$ cat config.mk
export PLATFORM = sky130hd
export DESIGN_NAME = mmio_uart_tx
export DESIGN_NICKNAME = d
export VERILOG_FILES = /design/src/rtl/mmio_uart_pkg.sv /design/src/rtl/byte_fifo.sv /design/src/rtl/mmio_uart_tx.sv
export SDC_FILE = /design/constraint.sdc
export NUM_CORES = 1
export LEC_CHECK = 0
export ABC_AREA = 1
export ABC_CLOCK_PERIOD_IN_PS = 3250
export CORE_UTILIZATION = 45
export DETAILED_ROUTE_END_ITERATION = 10
export PLACE_DENSITY = 0.79
export SYNTH_ARGS = -nofsm -noshare
export SYNTH_HDL_FRONTEND = slang
export SYNTH_SLANG_ARGS = --single-unit
$ cat constraint.sdc
create_clock -name clk -period 3.25 [get_ports clk]
set_input_delay 0.65 -clock clk [delete_from_list [all_inputs] [get_ports clk]]
set_output_delay 0.65 -clock clk [all_outputs]
set_load 0.02 [all_outputs]
$ cat src/rtl/mmio_uart_pkg.sv
// Shared address map, STATUS bit layout and transmitter state encoding
// for the memory-mapped UART transmitter.
package mmio_uart_pkg;

   localparam logic [31:0] TXDATA_ADDR = 32'h0000_00F0;
   localparam logic [31:0] STATUS_ADDR = 32'h0000_00F4;

   localparam int STAT_FULL   = 0;
   localparam int STAT_EMPTY  = 1;
   localparam int STAT_TXBUSY = 2;
   localparam int STAT_OVF    = 3;

   typedef enum logic [1:0] {
      IDLE  = 2'd0,
      START = 2'd1,
      DATA  = 2'd2,
      STOP  = 2'd3
   } tx_state_t;

endpackage

$ cat src/rtl/byte_fifo.sv
// Synchronous first-word-fall-through byte FIFO. A push on a full FIFO is
// accepted only when a pop happens in the same cycle.
module byte_fifo #(
   parameter int DEPTH = 4
) (
   input  logic       clk,
   input  logic       reset,
   input  logic       push,
   input  logic [7:0] din,
   input  logic       pop,
   output logic [7:0] dout,
   output logic       full,
   output logic       empty
);

   localparam int AW = $clog2(DEPTH);

   logic [AW:0] wptr;
   logic [AW:0] rptr;
   logic [7:0]  mem [DEPTH];
   logic        wr_en;
   logic        rd_en;

   assign empty = (wptr == rptr);
   assign full  = (wptr[AW] != rptr[AW]) && (wptr[AW-1:0] == rptr[AW-1:0]);
   assign rd_en = pop && !empty;
   assign wr_en = push && (!full || rd_en);
   assign dout  = mem[rptr[AW-1:0]];

   // NOTE: the storage array has no reset; the pointers alone define which entries are valid.
   always_ff @(posedge clk) begin
      if (wr_en) mem[wptr[AW-1:0]] <= din;
   end

   always_ff @(posedge clk or negedge reset) begin
      if (!reset) begin
         wptr <= '0;
         rptr <= '0;
      end else begin
         if (wr_en) wptr <= wptr + 1'b1;
         if (rd_en) rptr <= rptr + 1'b1;
      end
   end

endmodule

$ cat src/rtl/mmio_uart_tx.sv
// Memory-mapped 8N1 UART transmitter: TXDATA stores feed a byte FIFO that a
// registered-output FSM drains onto txd, LSB first.
module mmio_uart_tx
   import mmio_uart_pkg::*;
#(
   parameter int CLKS_PER_BIT = 16,
   parameter int FIFO_DEPTH   = 4
) (
   input  logic        clk,
   input  logic        reset,
   input  logic        memwrite,
   input  logic        sbM,
   input  logic [31:0] dataadr,
   input  logic [31:0] writedata,
   output logic [31:0] readdata,
   output logic        hit,
   output logic        txd,
   output logic        busy
);

   localparam int CW = $clog2(CLKS_PER_BIT);
   localparam logic [CW-1:0] CNT_LAST = CW'(CLKS_PER_BIT - 1);

   tx_state_t     state;
   logic [CW-1:0] cnt;
   logic [2:0]    idx;
   logic [7:0]    shreg;
   logic          ovf;

   logic          hit_tx;
   logic          hit_st;
   logic          wr_tx;
   logic          wr_st;
   logic          push;
   logic          pop;
   logic          full;
   logic          empty;
   logic [7:0]    fifo_dout;
   logic          txbusy;
   logic          unused_bits;

   // Byte and word stores both carry the byte in the low lane.
   assign unused_bits = ^{sbM, writedata[31:8]};

   assign hit_tx = (dataadr == TXDATA_ADDR);
   assign hit_st = (dataadr == STATUS_ADDR);
   assign hit    = hit_tx || hit_st;
   assign wr_tx  = memwrite && hit_tx;
   assign wr_st  = memwrite && hit_st;

   // Pop is decided from registered state only, so a byte pushed into an
   // empty FIFO is seen by the FSM one cycle later.
   assign pop    = (state == IDLE) && !empty;
   assign push   = wr_tx;
   assign txbusy = (state != IDLE);
   assign busy   = txbusy || !empty;

   byte_fifo #(
      .DEPTH (FIFO_DEPTH)
   ) u_fifo (
      .clk   (clk),
      .reset (reset),
      .push  (push),
      .din   (writedata[7:0]),
      .pop   (pop),
      .dout  (fifo_dout),
      .full  (full),
      .empty (empty)
   );

   always_ff @(posedge clk or negedge reset) begin
      if (!reset) begin
         ovf <= 1'b0;
      end else if (wr_tx && full && !pop) begin
         ovf <= 1'b1;
      end else if (wr_st && writedata[STAT_OVF]) begin
         ovf <= 1'b0;
      end
   end

   always_comb begin
      // NOTE: assign a default before any branch so no latch is inferred.
      readdata = '0;
      if (hit_st) begin
         readdata[STAT_FULL]   = full;
         readdata[STAT_EMPTY]  = empty;
         readdata[STAT_TXBUSY] = txbusy;
         readdata[STAT_OVF]    = ovf;
      end
   end

   always_ff @(posedge clk or negedge reset) begin
      if (!reset) begin
         state <= IDLE;
         txd   <= 1'b1;
         cnt   <= '0;
         idx   <= '0;
         shreg <= '0;
      end else begin
         case (state)
            IDLE: begin
               txd <= 1'b1;
               cnt <= '0;
               idx <= '0;
               if (!empty) begin
                  shreg <= fifo_dout;
                  txd   <= 1'b0;
                  state <= START;
               end
            end
            START: begin
               if (cnt == CNT_LAST) begin
                  cnt   <= '0;
                  idx   <= '0;
                  txd   <= shreg[0];
                  state <= DATA;
               end else begin
                  cnt <= cnt + CW'(1);
               end
            end
            DATA: begin
               if (cnt == CNT_LAST) begin
                  cnt <= '0;
                  if (idx == 3'd7) begin
                     txd   <= 1'b1;
                     state <= STOP;
                  end else begin
                     idx <= idx + 3'd1;
                     txd <= shreg[idx + 3'd1];
                  end
               end else begin
                  cnt <= cnt + CW'(1);
               end
            end
            STOP: begin
               txd <= 1'b1;
               if (cnt == CNT_LAST) begin
                  cnt   <= '0;
                  state <= IDLE;
               end else begin
                  cnt <= cnt + CW'(1);
               end
            end
            default: begin
               txd   <= 1'b1;
               state <= IDLE;
            end
         endcase
      end
   end

endmodule

==> impl_metrics.env <==
export IMPL_status="finished, final reports clean"
export IMPL_period_minus_slack_ps=3120
export IMPL_critPathCaptureType="output port"
export IMPL_synth_seq_cells=57
export IMPL_intPower_mw=1.25
export IMPL_n_antenna_cell=0
export IMPL_grt_usage_pct=16.7
export IMPL_p_clk_share_pct=45.4
export IMPL_wl_um=5420
export IMPL_max_freq_mhz=321
export IMPL_clock_path_buffers=2
export IMPL_critPathKind="in -> out"
export IMPL_fin_tns_setup_ps=0
export IMPL_via_count=2216
export IMPL_start_util_pct=47.9
export IMPL_async_flop_share_pct=43.9
export IMPL_avgSynthCellArea_um2=9.78
export IMPL_grt_pass1_vias=2136
export IMPL_io_pins=103
export IMPL_grt_max_degree=26
export IMPL_holdCritPathClass="reg -> reg"
export IMPL_p_sw_mw=0.342
export IMPL_grt_pass1_wl_um=9320
export IMPL_dr_pass1_iters=4
export IMPL_tritoncts="yes"
export IMPL_critPathLaunchType="primary input"
export IMPL_synthFlopType="edfxtp_1"
export IMPL_hold_depth=1
export IMPL_period_share_pct=96.0
export IMPL_pwr_share_seq_pct=47.9
export IMPL_n_fill_cell=520
export IMPL_p_per_area_nw_per_um2=417
export IMPL_setup_viol=0
export IMPL_critical_path_max_fanout=6
export IMPL_syn_cell_area_um2=3110
export IMPL_antenna_found_initial=0
export IMPL_first_iter_violations=63
export IMPL_p_leak_nw=1.62
export IMPL_hold_viol_final=0
export IMPL_dp_hpwl_um=3960
export IMPL_cp_arrival_ps=2470
export IMPL_place_congestion=0.766
export IMPL_grt_overflow_total=0
export IMPL_clkLatencyLatePin_ps=330
export IMPL_ys_types=34
export IMPL_critPathLaunch="dataadr[3]"
export IMPL_cp_required_ps=2600
export IMPL_wl_per_cell_um=11.7
export IMPL_design_core_area_um2=6490
export IMPL_finalNonFillerCells=461
export IMPL_dieArea_um2=7250
export IMPL_dp_cells=445
export IMPL_synth_warnings=0
export IMPL_synth_edf_count=32
export IMPL_die_y_um=85.1
export IMPL_seq_area_frac_synth_pct=51.1
export IMPL_rows=29
export IMPL_vdd_drop_max_mv=0.438
export IMPL_dp_slack_ps=45.0
export IMPL_root_buffer="clkbuf_8"
export IMPL_clock_sink_count=57
export IMPL_drv_cap=0
export IMPL_numPortBuffers=49
export IMPL_switching_share_pct=21.4
export IMPL_fin_skew_ps=3.14
export IMPL_utilization_pct=59.0
export IMPL_syn2layout_area_growth_pct=23.2
export IMPL_die_w_um=85.1
export IMPL_hold_start="cnt[0]$_DFF_PN0_"
export IMPL_cts_htree_levels=3
export IMPL_reg2regPathDepth=7
export IMPL_final_layout_size_suffix_gt1_share_pct=10.4
export IMPL_ant_nets=0
export IMPL_r2r_start="state[1]$_DFFE_PN0P_"
export IMPL_clk_pin_slew_ps=60
export IMPL_slew_violations=0
export IMPL_rsz0062_at_grt="no"
export IMPL_combPwrFrac_pct=6.6
export IMPL_setup_ws_ps=130
export IMPL_drc=0
export IMPL_postSynthCellCount=318
export IMPL_whs_ps=478
export IMPL_final_nets=460
export IMPL_numCtsBuffers=9
export IMPL_routed_via_density=4.81
[worst max-delay path: stages]
cell	delay [ps]
clkdlybuf4s50_1	440
or2_4	270
nor3_4	210
nand3_2	170
nor2_1	120
clkdlybuf4s50_1	610
[flip-flops by register name, summed over array words and instances, names as in the netlist]
signal and flops:
u_fifo.mem 32, shreg 8, cnt 4, idx 3, u_fifo.rptr 3, u_fifo.wptr 3
state 2, ovf 1, txd 1
[metrics by stage]
stage | power [mW] | cell area [um^2]
3_3_place_gp | 0.884 | 3600
5_1_grt | 1.66 | 3830
4_1_cts | 1.61 | 3820
3_5_place_dp | 0.885 | 3600
6_report | 1.60 | 3830
2_1_floorplan | 0.847 | 3210
[per-layer routing]
layer	share of wire (%)	global-route usage, %
met5	0	0
met2	52	29.8
met1	41	18.4
met4	1.3	5.70
met3	4.9	5.93
[final timing paths]
kind	endpoint	slack, ps
setup / recovery	readdata[1]	130
setup reg to reg	u_fifo.mem[1][0]$_DFFE_PP_	1310
hold reg to reg	cnt[0]$_DFF_PN0_	480
max in group asynchronous	txd$_DFFE_PN1P_	2270
min in group asynchronous	state[1]$_DFFE_PN0P_	690
hold / removal	cnt[0]$_DFF_PN0_	480
[cell usage in the layout (no fill, tap or decap), drive strengths merged, types with 2 or more instances in the layout]
master | netlist | routed
nand3 | 15 | 15
clkdlybuf4s50 | 0 | 48
clkbuf | 0 | 9
dfrtp | 24 | 24
buf | 34 | 8
inv | 34 | 36
conb | 1 | 28
o22ai | 8 | 8
nor2 | 52 | 52
bufinv | 0 | 2
a21oi | 12 | 12
ha | 13 | 13
xor2 | 2 | 2
o21ai | 19 | 19
xnor2 | 6 | 6
nand4 | 4 | 4
mux2i | 8 | 8
nor3 | 3 | 3
edfxtp | 32 | 32
nand2 | 48 | 48
clkinv | 1 | 3
[synth_stat cells, types with 2 or more instances]
cell	n	area [um^2]
a21oi_1	12	60.1
buf_2	2	10.0
buf_4	30	225
dfrtp_1	24	601
edfxtp_1	32	961
ha_1	13	163
inv_1	34	128
mux2i_1	8	80.1
nand2_1	45	169
nand2_2	2	12.5
nand3_1	12	60.1
nand3_2	2	20.0
nand4_1	3	18.8
nor2_1	51	191
nor3_1	2	10.0
o21ai_0	16	80.1
o21ai_1	3	15.0
o22ai_1	8	50.1
xnor2_1	3	26.3
xnor2_4	2	55.1
[logic make-up (layout without fill, tap and decap cells)]
kind of cell,after synthesis,count (layout),synth area share [%]
other,1,28,0.121
and+or+nand+nor,123,123,17.8
adders and majority gates,13,13,5.23
xor gates and xnor gates,8,8,3.94
buffers and inverters,69,108,12.6
AOI/OAI and AO/OA,39,39,6.60
DFF,57,57,51.1
muxes,8,8,2.58
[power by group through the flow]
stage / Sequential [mW] / Combinational (mW) / Clock, mW
2_1_floorplan: 0.780 / 0.0664 / 0
5_1_grt: 0.765 / 0.116 / 0.778
4_1_cts: 0.765 / 0.106 / 0.743
3_3_place_gp: 0.780 / 0.103 / 0
3_5_place_dp: 0.780 / 0.105 / 0
6_report: 0.766 / 0.105 / 0.726
[repair_timing]
item                       in CTS  in global routing
gates resized for setup         0                  2
setup buffers                   0                  0
hold buffers                    0                  0
setup endpoints to repair       0                  2
[area by class of cell]
cell class / count / area [um^2] / share of cell area (%)
flip-flops and latches: 57 / 1590 / 41.5
multi-input cells: 219 / 1230 / 32.2
repair buffers: 57 / 553 / 14.4
inverters: 35 / 131 / 3.43
clock buffers: 9 / 124 / 3.23
clock inverters: 7 / 103 / 2.68
well taps: 77 / 96.3 / 2.52
(Power assumes the default switching activity.)
==> RTL edit, RTL diff (config.mk and constraints unchanged) <==
Reset style: synchronous (`reset`), changed in 3 clocked blocks.
--- a/src/rtl/byte_fifo.sv
+++ b/src/rtl/byte_fifo.sv
@@ -33,5 +33,5 @@
    end
 
-   always_ff @(posedge clk or negedge reset) begin
+   always_ff @(posedge clk) begin
       if (!reset) begin
          wptr <= '0;
--- a/src/rtl/mmio_uart_tx.sv
+++ b/src/rtl/mmio_uart_tx.sv
@@ -69,5 +69,5 @@
    );
 
-   always_ff @(posedge clk or negedge reset) begin
+   always_ff @(posedge clk) begin
       if (!reset) begin
          ovf <= 1'b0;
@@ -90,5 +90,5 @@
    end
 
-   always_ff @(posedge clk or negedge reset) begin
+   always_ff @(posedge clk) begin
       if (!reset) begin
          state <= IDLE;
Function: differs if reset is asserted again (counterexample within 4 cycles, from zero or initial values and one cycle with reset low); with reset held inactive, the same outputs for 10 cycles.
==> RTL edit against the unedited design <==
  * The flow now finishes with violations (DRC)
  * Highest routed layer unchanged
  * Global-route usage increased by 1.1 points
  * Largest cell class unchanged
  * Sequential cell count unchanged
  * Setup slack improved by 52 ps
  * Die area decreased by 2.5%
  * Design area decreased by 4.3%
  * Routed wire length increased by 2.2%
  * Critical endpoint unchanged
  * Area after synthesis decreased by 2.5%
  * Via count increased by 3.5%
  * Utilization decreased by 1.9 points
Power is not compared: it rests on default switching activity, and its combinational part moved more than twofold at a synthesized area within 25%.
==> RTL edit: results (changes against the unedited design) <==
Global route
  • First-pass GRT wire length: 9.82 mm (was 9.32 mm)
  • M1 GR Usage: 0.203 (was 0.184)
  • Met2 GRT Util: 0.311 (was 0.298)
  • Initial antenna violation count: 0 (unchanged)
  • Met3 GRT Util: 0.0574 (was 0.0593)
  • Largest net degree at the start of global routing: 20 (was 26)
  • Total track usage: 0.178 (was 0.167)

Finish
  • Filler Cell Count: 544 (was 520)
  • # diodes: 0 (unchanged)
  • Final nets: 481 (was 460)
  • Layout cells sized above 1: 0.119 (was 0.104)

Timing
  • Worst Clk Skew: 11.3 ps (was 3.14 ps)
  • Final Max Tran Viols: 0 (unchanged)
  • Worst Tran Pin Value: 711 ps

CTS
  • Number of CTS-inserted buffers: 9 (unchanged)
  • CTS clock-pin slew for the worst setup and hold paths: 70 ps
  • Post-CTS resize count: 0 (unchanged)
  • CTS H-tree depth: 3 (unchanged)
  • Clock Latency Late Sink: 340 ps
  • CTS Buffer Depth: 2 (unchanged)
  • Root Buffer: clkbuf_8 (unchanged)
  • Hold buffer count at cts: 0 (unchanged)

Worst setup path
  • Worst reg2reg path depth: 7 (unchanged)
  • Worst EP arrival: 2420 ps (was 2470 ps)
  • Largest stage delay, worst path: 630 ps (was 610 ps)
  • Worst-path fanout max: 5 (was 6)
  • Slowest CP cell: clkdlybuf4s50_1 (unchanged)

Synthesis
  • Count of different cell masters after synthesis: 33 (was 34)
  • Commonest cells post-synth: nor2_1, nand2_1, edfxtp_1 (was nor2_1, nand2_1, inv_1)
  • Number of synthesized flops with an enable pin: 32 (unchanged)
  • Yosys warning count: 0 (unchanged)
  • Synth area leaders: edfxtp_1, dfxtp_1, nor2_1 (was edfxtp_1, dfrtp_1, buf_4)
  • Top_reg_cell synth: edfxtp_1 (unchanged)
  • Register area share after synthesis: 0.482 (was 0.511)
  • Async set-reset flop share out of synthesis: 0 (was 0.439)

Routing
  • Routed met3 length: 225 um (was 268 um)
  • 1st-iter DRT viols: 82 (was 63)
  • Max layer used: met4 (unchanged)
  • WL final: 5.53 mm (was 5.42 mm)
  • M1 wire length: 2.41 mm (was 2.24 mm)
  • Met2 WL: 2.78 mm (was 2.83 mm)
  • Residual DRC: 16 (was 0)
  • Vias: 2,293 (was 2,216)
  • TritonRoute pass-1 iters: 8 (was 4)

Place
  • Detailed Place HPWL: 4.21 mm (was 3.96 mm)
  • DP Area: 3490 um^2 (was 3600 um^2)
  • Routability cong.: 0.736 (was 0.766)
  • Port bufs: 49 (unchanged)

Power
  • Internal power: 1.48 mW

Min path
  • Worst min path class: flip-flop to flip-flop (unchanged)

Run status
  • Outcome: complete, but fails checks (was completed)
  • Failing checks: DRC
[RTL edit: worst paths after layout]
| check | start | endpoint | slack, ps |
|---|---|---|---|
| worst max-delay path | dataadr[15] | readdata[1] | 180 |
| worst min-delay path | cnt[0] | cnt[0] | 450 |
| worst max register to register | u_fifo.rptr[0] | u_fifo.mem[3][2] | 1380 |
| worst min register to register | cnt[0] | cnt[0] | 450 |
[RTL edit: kinds of logic (layout without fill, tap and decap cells)]
kind of cell             count (synthesis)  count (layout)  synth area share
AND/OR/NAND/NOR                        150             150             0.219
buffers and inverters                   63              99             0.128
flip-flops                              57              57             0.482
AO/OA/AOI/OAI                           56              56             0.103
adder cells (fa/ha/maj)                 13              13            0.0537
XOR/XNOR                                 2               2            0.0120
other                                    1              28           0.00124
[RTL edit: power by group through the flow]
stage               sequential (mW)  clock, mW  combinational, mW
finish                        0.938      0.582              0.920
global route                  0.954      0.638               1.05
CTS                           0.939      0.597              0.929
detailed placement            0.954          0              0.926
global placement              0.952          0              0.906
floorplan                     0.907          0              0.825
[RTL edit: critical path, delay by kind of cell]
family | cells | cell delay, ps
buffers and inverters | 2 | 1030
and+or+nand+nor | 6 | 750
[RTL edit: cell type report]
cell class / instances / area, um^2 / area share
multi-input cells: 249 / 1280 / 0.349
repair buffers: 54 / 531 / 0.145
clock buffers: 9 / 124 / 0.0338
inverters: 29 / 119 / 0.0324
flip-flops and latches: 57 / 1460 / 0.399
well taps: 77 / 96.3 / 0.0263
clock inverters: 7 / 53.8 / 0.0147
[RTL edit: per-stage QoR]
stage	setup slack (ps)	instances
3_3_place_gp	95.8	466
2_1_floorplan	896	369
5_1_grt	32.6	482
6_report	182	482
4_1_cts	78.0	482
3_5_place_dp	76.8	466
